`src/rtl/pram_fetch_if.sv`:
```
// pram_fetch_if: loader write port and fetch request/result bus for pram_fetch.
interface pram_fetch_if #(
  parameter int DATA_W  = 8,
  parameter int ADDR_W  = 9,
  parameter int FETCH_N = 3
);
  logic                      wre;
  logic [ADDR_W-1:0]         wr_addr;
  logic [DATA_W-1:0]         wr_data;
  logic                      fetch_req;
  logic [ADDR_W-1:0]         fetch_addr;
  logic                      busy;
  logic [FETCH_N*DATA_W-1:0] fetch_data;
  logic                      cmd_start;
  modport master (
    output wre, wr_addr, wr_data, fetch_req, fetch_addr,
    input  busy, fetch_data, cmd_start
  );
  modport slave (
    input  wre, wr_addr, wr_data, fetch_req, fetch_addr,
    output busy, fetch_data, cmd_start
  );
endinterface

```
`src/rtl/pram_fetch.sv`:
```
// pram_fetch: program RAM whose fetch engine packs FETCH_N consecutive words into one instruction.
module pram_fetch #(
  parameter int DATA_W  = 8,
  parameter int ADDR_W  = 9,
  parameter int FETCH_N = 3
) (
  input logic          clk,
  input logic          rst,
  pram_fetch_if.slave  pf
);
  localparam int IDX_W = FETCH_N > 1 ? $clog2(FETCH_N) : 1;
  localparam int BUS_W = FETCH_N * DATA_W;
  typedef enum logic [1:0] {IDLE, READ, DONE} state_t;
  state_t            state_q, state_d;
  logic [ADDR_W-1:0] base_q, base_d;
  logic [IDX_W-1:0]  idx_q, idx_d;
  logic [BUS_W-1:0]  shadow_q, shadow_d, data_q, data_d;
  logic [DATA_W-1:0] mem [2**ADDR_W];
  logic              rd_en, last;
  always_ff @(posedge clk)
    if (pf.wre && !rst) mem[pf.wr_addr] <= pf.wr_data;
  // a write in the same cycle owns the port, so the read for idx stalls
  assign rd_en = state_q == READ && !pf.wre;
  assign last  = idx_q == IDX_W'(FETCH_N - 1);
  always_comb begin
    state_d  = state_q;
    base_d   = base_q;
    idx_d    = idx_q;
    shadow_d = shadow_q;
    data_d   = data_q;
    if (state_q == IDLE && pf.fetch_req) begin
      state_d = READ;
      base_d  = pf.fetch_addr;
      idx_d   = '0;
    end
    if (rd_en) begin
      shadow_d[idx_q*DATA_W +: DATA_W] = mem[base_q + ADDR_W'(idx_q)];
      idx_d = idx_q + IDX_W'(1);
      if (last) begin
        state_d = DONE;
        data_d  = shadow_d;
      end
    end
    if (state_q == DONE) state_d = IDLE;
  end
  always_ff @(posedge clk or posedge rst)
    if (rst) begin
      state_q  <= IDLE;
      base_q   <= '0;
      idx_q    <= '0;
      shadow_q <= '0;
      data_q   <= '0;
    end else begin
      state_q  <= state_d;
      base_q   <= base_d;
      idx_q    <= idx_d;
      shadow_q <= shadow_d;
      data_q   <= data_d;
    end
  assign pf.busy       = state_q != IDLE;
  assign pf.cmd_start  = state_q == DONE;
  assign pf.fetch_data = data_q;
endmodule
```
`src/flat_wrapper.sv`:
```
// flat-port wrapper written by rule: the top's interface ports become plain ports
module pram_fetch_flat 
#(
  parameter int DATA_W  = 8,
  parameter int ADDR_W  = 9,
  parameter int FETCH_N = 3
)
  (clk, rst, pf_wre, pf_wr_addr, pf_wr_data, pf_fetch_req, pf_fetch_addr, pf_busy, pf_fetch_data, pf_cmd_start);
  pram_fetch_if #(.DATA_W(DATA_W), .ADDR_W(ADDR_W), .FETCH_N(FETCH_N)) pf_i ();
  input logic clk;
  input logic rst;
  input wire logic [$bits(pf_i.wre)-1:0] pf_wre;
  input wire logic [$bits(pf_i.wr_addr)-1:0] pf_wr_addr;
  input wire logic [$bits(pf_i.wr_data)-1:0] pf_wr_data;
  input wire logic [$bits(pf_i.fetch_req)-1:0] pf_fetch_req;
  input wire logic [$bits(pf_i.fetch_addr)-1:0] pf_fetch_addr;
  output wire logic [$bits(pf_i.busy)-1:0] pf_busy;
  output wire logic [$bits(pf_i.fetch_data)-1:0] pf_fetch_data;
  output wire logic [$bits(pf_i.cmd_start)-1:0] pf_cmd_start;
  assign pf_i.wre = pf_wre;
  assign pf_i.wr_addr = pf_wr_addr;
  assign pf_i.wr_data = pf_wr_data;
  assign pf_i.fetch_req = pf_fetch_req;
  assign pf_i.fetch_addr = pf_fetch_addr;
  assign pf_busy = pf_i.busy;
  assign pf_fetch_data = pf_i.fetch_data;
  assign pf_cmd_start = pf_i.cmd_start;
  pram_fetch #(.DATA_W(DATA_W), .ADDR_W(ADDR_W), .FETCH_N(FETCH_N)) u_core (.clk(clk), .rst(rst), .pf(pf_i));
endmodule
```
`config.mk`:
```
export PLATFORM = sky130hd
export DESIGN_NAME = pram_fetch_flat
export DESIGN_NICKNAME = d
export VERILOG_FILES = /design/src/rtl/pram_fetch_if.sv /design/src/rtl/pram_fetch.sv /design/src/flat_wrapper.sv
export SDC_FILE = /design/constraint.sdc
export NUM_CORES = 2
export LEC_CHECK = 0
export BUFFER_PORTS_ARGS = -buffer_cell sky130_fd_sc_hd__clkbuf_2
export CAP_MARGIN = 40
export CORE_ASPECT_RATIO = 0.6
export CORE_MARGIN = 2
export CORE_UTILIZATION = 45
export CTS_BUF_LIST = sky130_fd_sc_hd__clkbuf_4 sky130_fd_sc_hd__clkbuf_8 sky130_fd_sc_hd__clkbuf_16
export DETAILED_ROUTE_END_ITERATION = 8
export HOLD_SLACK_MARGIN = 0.03
export PLACE_DENSITY = 0.62
export RECOVER_POWER = 50
export SLEW_MARGIN = 20
export SYNTH_ARGS = -nofsm -noshare
export SYNTH_HDL_FRONTEND = slang
export SYNTH_SLANG_ARGS = --single-unit
```
`constraint.sdc`:
```
create_clock -name clk -period 6.2 [get_ports clk]
set_input_delay 1.86 -clock clk [delete_from_list [all_inputs] [get_ports clk]]
set_output_delay 1.86 -clock clk [all_outputs]
set_load 0.02 [all_outputs]
```
==> Word-level counts from Yosys, hierarchy flattened <==
Memories as Yosys holds them, arrays and structs flattened.
Index checks and enable logic that the tools add are counted.
{ "word_totals": {"regBits": 61, "output_inout_bits": 26, "ramBits": 4096, "memories": 1, "in_bits": 30, "word_cells": 32} }
{ "mem_list": {"columns": ["name", "words", "width", "read_ports", "rd_ports_with_merged_regs", "write_ports", "line_no", "source"], "rows": [
  ["u_core.mem", 512, 8, 1, 0, 1, "pram_fetch.sv:18", "logic [DATA_W-1:0] mem [2**ADDR_W];"]
]} }
{ "classes": {"eq_ne": 3, "reduce_logical": 9, "n_addsub": 3, "shift": 2, "mux": 9} }
{ "op_table": {"columns": ["op", "count"], "rows": [
  ["negation 5 -> 34 bit", 1],
  ["variable shift 8 x 34 -> 24 bit (first input constant)", 1],
  ["variable part select 8 x 34 -> 24 bit", 1],
  ["bitwise mux 24 bit", 1],
  ["two-way mux 2 bit", 6],
  ["adder 9 x 2 -> 9 bit", 1],
  ["equality test 2 bit (second input constant)", 2],
  ["nonzero test 2 bit", 2],
  ["logical AND 1 bit", 3],
  ["adder 2 x 1 -> 2 bit (second input constant)", 1],
  ["equality test 2 x 1 -> 1 bit (second input constant)", 1],
  ["zero test 1 bit", 2],
  ["zero test 2 bit", 1],
  ["two-way mux 1 bit", 2],
  ["AND reduction 2 bit", 1]
]} }

==> Longest topological paths before layout <==
{ "depth": {"word_depth": 6, "ltp_mapped": 18, "ltp_nobuf": 11} }

==> Worst setup path after synthesis <==
Ideal clock, no wire load.
{ "synth_path": {"path_kind": "reg2reg", "startpoint": "register u_core.idx_q[0]", "endpoint": "register u_core.shadow_q[3]", "required_ns": 6.078, "path_stages_with_launch": 15, "slack_ns": 2.308, "arrival_time_ns": 3.770, "path_cell_list": "dfrtp_1 ha_1 inv_1 fa_1 buf_4 buf_4 buf_2 buf_2 clkbuf_1 mux4_2 mux4_2 o22ai_1 a21oi_1 o2111a_1 a32o_1"} }
{ "synth_via": {"elab_chain_cells": 4, "word_cells_on_any_way": 6, "cone_classes": "add/sub (2); shift (2); mux (1); memory (1)"} }
{ "synth_lines": {"columns": ["element", "line_no", "source"], "rows": [
  ["from (decl)", "pram_fetch.sv:16", "logic [IDX_W-1:0] idx_q, idx_d;"],
  ["from (signal assigned)", "pram_fetch.sv:56", "idx_q <= idx_d;"],
  ["adder 9 x 2 -> 9 bit", "pram_fetch.sv:37", "shadow_d[idx_q*DATA_W +: DATA_W] = mem[base_q + ADDR_W'(idx_q)];"],
  ["memory read (512 x 8 bit)", null, null],
  ["variable part select 8 x 34 -> 24 bit", "pram_fetch.sv:37", null],
  ["bitwise mux 24 bit *", "pram_fetch.sv:37", null],
  ["to (signal assigned)", "pram_fetch.sv:57", "shadow_q <= shadow_d;"],
  ["to (decl)", "pram_fetch.sv:17", "logic [BUS_W-1:0] shadow_q, shadow_d, data_q, data_d;"]
]} }
Mark *: on every way between the ends. The rest lies on a longest branch, timed or not.
A chain may end at the register's enable or synchronous reset.

==> Worst setup path after layout <==
{ "layout_path": {"startpoint": "register u_core.idx_q[0]", "endpoint": "register u_core.data_q[21], in the netlist u_core.pf.fetch_data[21]"} }
{ "layout_via": {"elab_chain_cells": 4, "word_cells_on_any_way": 8, "cone_classes": "add/sub (2); eq/ne (1); shift (2); mux (1); reduce/logical (1); memory (1)"} }
{ "layout_lines": {"columns": ["element", "line_no", "source"], "rows": [
  ["adder 9 x 2 -> 9 bit", "pram_fetch.sv:37", null],
  ["memory read (512 x 8 bit)", null, null],
  ["variable part select 8 x 34 -> 24 bit", "pram_fetch.sv:37", null],
  ["bitwise mux 24 bit", "pram_fetch.sv:37", null],
  ["to (signal assigned)", "pram_fetch.sv:58", "data_q <= data_d;"],
  ["to (decl)", "pram_fetch.sv:17", null]
]} }
Parallel ways exist; a longest one is shown, timed or not.

==> flow_metrics.py <==
metrics = {
    "synthesis": {
        "async_reset_ff_frac": 0.0147,
        "synth_top_cell_area_share": 0.755,
        "avgSynthCellArea_um2": 21.1,
        "synth_cell_type_count": 94,
        "ys_ff_latch": 4157,
        "ys_seq_area_frac": 0.765,
        "synth_nets": 7741,
        "yosysWarnings": 0,
        "yosys_most_used_dff": "edfxtp_1",
        "netlist_instances": 7703,
        "synth_edf_count": 4096,
        "synth_top_area_cell": "edfxtp_1",
        "netlist_area_um2": 163000,
        "synthTopCellsByArea": "edfxtp_1, mux4_2, nor2_1, nand2_1, dfrtp_1",
    },
    "hold_path": {
        "hp-start": "u_core.shadow_q[16]$_DFFE_PP0P_",
        "whs_path_depth": 2,
        "hp-class": "reg2reg",
        "min_to": "u_core.shadow_q[16]$_DFFE_PP0P_",
    },
    "cells_and_area": {
        "drive_gt1_frac": 0.294,
        "postLayoutCellArea_um2": 185000,
        "nFillCells": 28100,
        "nets": 8485,
        "synthToLayoutAreaGrowth_pct": 13.7,
    },
    "drt": {
        "ant_nets": 0,
        "viasPerCell": 6.26,
        "drc": 0,
        "num_vias": 85000,
        "post_drt_wl_per_cell_um": 33.3,
        "drtIter0Drc": 13100,
        "routed_wl_um": 452000,
        "drt_pass1_iterations": 9,
    },
    "critical_path": {
        "path_cells": "ha_4, inv_1, fa_4, buf_12, buf_4, mux4_2, nand2_1, nand3_1, a311oi_1, a22oi_1, nand4_1, buf_4, nor4_2, a221o_1",
        "crit_fanout": 36,
        "crit_top_cell": "buf_4",
        "start_kind": "flop",
        "cp.arrival_ns": 6.95,
        "worst-r2r-cell-count": 14,
        "critical_path.top_delay_family": "compound AO/OA/AOI/OAI gates",
        "r2r-end": "u_core.pf.fetch_data[21]$_DFFE_PP0P_",
        "cp_data_required_time_ns": 6.99,
        "max_stage_delay_ns": 1.29,
        "r2r_slack_ns": 0.04,
        "endpoint_kind": "flop",
        "cp_slowest_cell": "fa_4",
        "criticalPathCategory": "reg2reg",
        "crit_buf_inv": 4,
        "r2r-start": "u_core.idx_q[0]$_DFFE_PP0P_",
    },
    "clock_network": {
        "cts_hold_buf": 0,
        "h-tree-depth": 5,
        "clk_pin_slew_ns": 0.07,
        "cts-buffers-inserted": 358,
        "numClockSinks": 4157,
        "clkLatencyLatePin_ns": 0.93,
        "cts.root.buffer_cell": "clkbuf_16",
        "clock_path_buffers": 4,
        "cts_tree": "done",
    },
    "placement": {
        "pre_cts_slack_ns": 0.267,
        "hpwl_um": 284000,
        "io_buffers": 55,
        "place_congestion": 0.871,
        "dpl_cell_area_um2": 173000,
    },
    "grt": {
        "gr-total-overflow": 0,
        "grtUsageTotal": 0.242,
        "grt_pass1_vias": 81500,
        "grt_pass1_wl_um": 635000,
        "antenna_found_initial": 31,
        "grt_max_degree": 176,
    },
    "sta": {
        "timing.fmax_mhz": 162,
        "hold_viol_final": 0,
        "fin_crit_sh": 0.994,
        "period_needed_ns": 6.16,
        "final.setup_skew_ns": 0.0494,
        "fin_ws_ns": 0.0392,
        "rsz0062_at_grt": "false",
        "relSlewSlack": -2.32,
        "maxSlewViolCount": 1425,
        "setup_viol": 0,
        "tightest_slew_ns": 4.98,
    },
    "floorplan": {
        "die_x_um": 781,
        "die-area_um2": 367000,
        "start_util": 0.451,
        "fp.coreArea_um2": 361000,
        "placementRows": 171,
        "io_pins": 56,
        "die_h_um": 470,
    },
    "power_and_ir_drop": {
        "power_density_nw_per_um2": 550,
        "p_total_mw": 102,
        "p_leak_nw": 59.0,
        "ir_drop_v": 0.000549,
    },
    "outcome": {
        "violations": "max-capacitance violations, max-slew violations",
        "status": "finished, violations left",
    },
    "run": {
        "max_cap_viol_count": 18,
    },
}
[stage by stage]
step                setup TNS [ns]  utilization  instances  hold slack [ns]
floorplan                        0            -       7703            0.435
global placement             -1.12        0.479      12800            0.455
detailed placement               0        0.480      12900            0.463
CTS                              0        0.512      13500            0.484
global route                     0        0.513      13600            0.514
finish                           0        0.513      13600            0.488
[kinds of logic (layout without fill, tap and decap cells)]
group / Yosys count / in the layout / synth area share
simple gates: 1331 / 1331 / 0.0349
compound gates: 464 / 464 / 0.0214
xor+xnor: 7 / 7 / 0.000584
fa+ha+maj: 8 / 8 / 0.000661
buf+inv: 496 / 1521 / 0.0185
mux: 1240 / 1240 / 0.159
flops: 4157 / 4157 / 0.765
other cells: 0 / 5 / 0
[placed cells by master (no fill, tap or decap), types with 14 or more instances in the layout]
| master | n |
|---|---|
| a21oi_1 | 62 |
| a221o_1 | 16 |
| a221oi_1 | 34 |
| a22o_1 | 20 |
| a22oi_1 | 63 |
| a31oi_1 | 29 |
| a32oi_1 | 17 |
| and3_1 | 20 |
| buf_12 | 71 |
| buf_4 | 684 |
| bufinv_16 | 38 |
| clkbuf_1 | 14 |
| clkbuf_16 | 364 |
| clkbuf_2 | 60 |
| clkbuf_4 | 64 |
| clkinv_1 | 74 |
| clkinv_2 | 65 |
| clkinvlp_4 | 14 |
| dfrtp_1 | 59 |
| edfxtp_1 | 4096 |
| inv_1 | 27 |
| mux2_2 | 26 |
| mux2i_1 | 135 |
| mux4_2 | 1069 |
| nand2_1 | 463 |
| nand3_1 | 130 |
| nor2_1 | 567 |
| nor2b_1 | 14 |
| nor3b_1 | 29 |
| o211ai_1 | 24 |
| o21ai_0 | 27 |
| o22ai_1 | 18 |
[state kept, by name (all words and copies together) (netlist names)]
name	flops
u_core.shadow_q	24
u_core.pf.fetch_data	24
u_core.base_q	9
u_core.state_q	2
u_core.mem	4096
u_core.idx_q	2
[tightest hold or removal path, delay by kind of cell, from the launching register on]
kind	cells	cell delay [ns]
flops	1	0.35
simple gates	1	0.05
compound gates	1	0.05
[power breakdown]
group,switching (mW),total [mW],internal [mW]
clock,10.2,22.9,12.7
combinational,27.8,47.8,20.1
sequential,0.188,31.2,31.0
[Yosys cell counts, types with 63 or more instances]
cell      number
edfxtp_1    4096
a21oi_1       64
nor2_1       570
nand3_1      134
clkbuf_1     160
nand2_1      475
buf_6         67
mux4_2      1069
buf_4        102
a22oi_1       63
mux2i_1      136
buf_2        104
[layer usage]
| metal | vias up | GRT usage | part of all wire |
|---|---|---|---|
| met2 | 5535 | 0.332 | 0.42 |
| met4 | 4 | 0.0500 | 0.022 |
| met3 | 584 | 0.0712 | 0.14 |
| met5 | - | 0 | 0.000038 |
| met1 | 45500 | 0.385 | 0.42 |
| li1 | 33500 | - | - |
[what timing repair did]
action                     CTS  global route
gates resized for setup      0             1
setup endpoints to repair    0             6
buffers inserted             0             0
[worst max path at each step]
stage / start / to / slack, ns / cells past startpoint
2_1_floorplan: u_core.idx_q[0]$_DFFE_PP0P_ / u_core.shadow_q[3]$_DFFE_PP0P_ / 2.31 / 14
3_3_place_gp: u_core.idx_q[0]$_DFFE_PP0P_ / u_core.pf.fetch_data[21]$_DFFE_PP0P_ / -0.25 / 13
3_5_place_dp: u_core.idx_q[0]$_DFFE_PP0P_ / u_core.pf.fetch_data[21]$_DFFE_PP0P_ / 0.27 / 14
4_1_cts: u_core.idx_q[0]$_DFFE_PP0P_ / u_core.pf.fetch_data[12]$_DFFE_PP0P_ / 0.24 / 16
5_1_grt: pf_wr_data[4] / u_core.mem[419][4]$_DFFE_PP_ / 0.08 / 2
6_report: u_core.idx_q[0]$_DFFE_PP0P_ / u_core.pf.fetch_data[21]$_DFFE_PP0P_ / 0.04 / 14
[final cells by class]
class,count,area [um2],area share
flip-flops and latches,4157,125000,0.672
inverters,30,115,0.000621
diodes,5,12.5,0.0000675
multi-input cells,3050,35700,0.193
clock buffers,435,9690,0.0523
repair buffers,850,7160,0.0386
well taps,4844,6060,0.0327
clock inverters,206,2030,0.0110
Note: power is estimated with default switching activity, not from simulation.
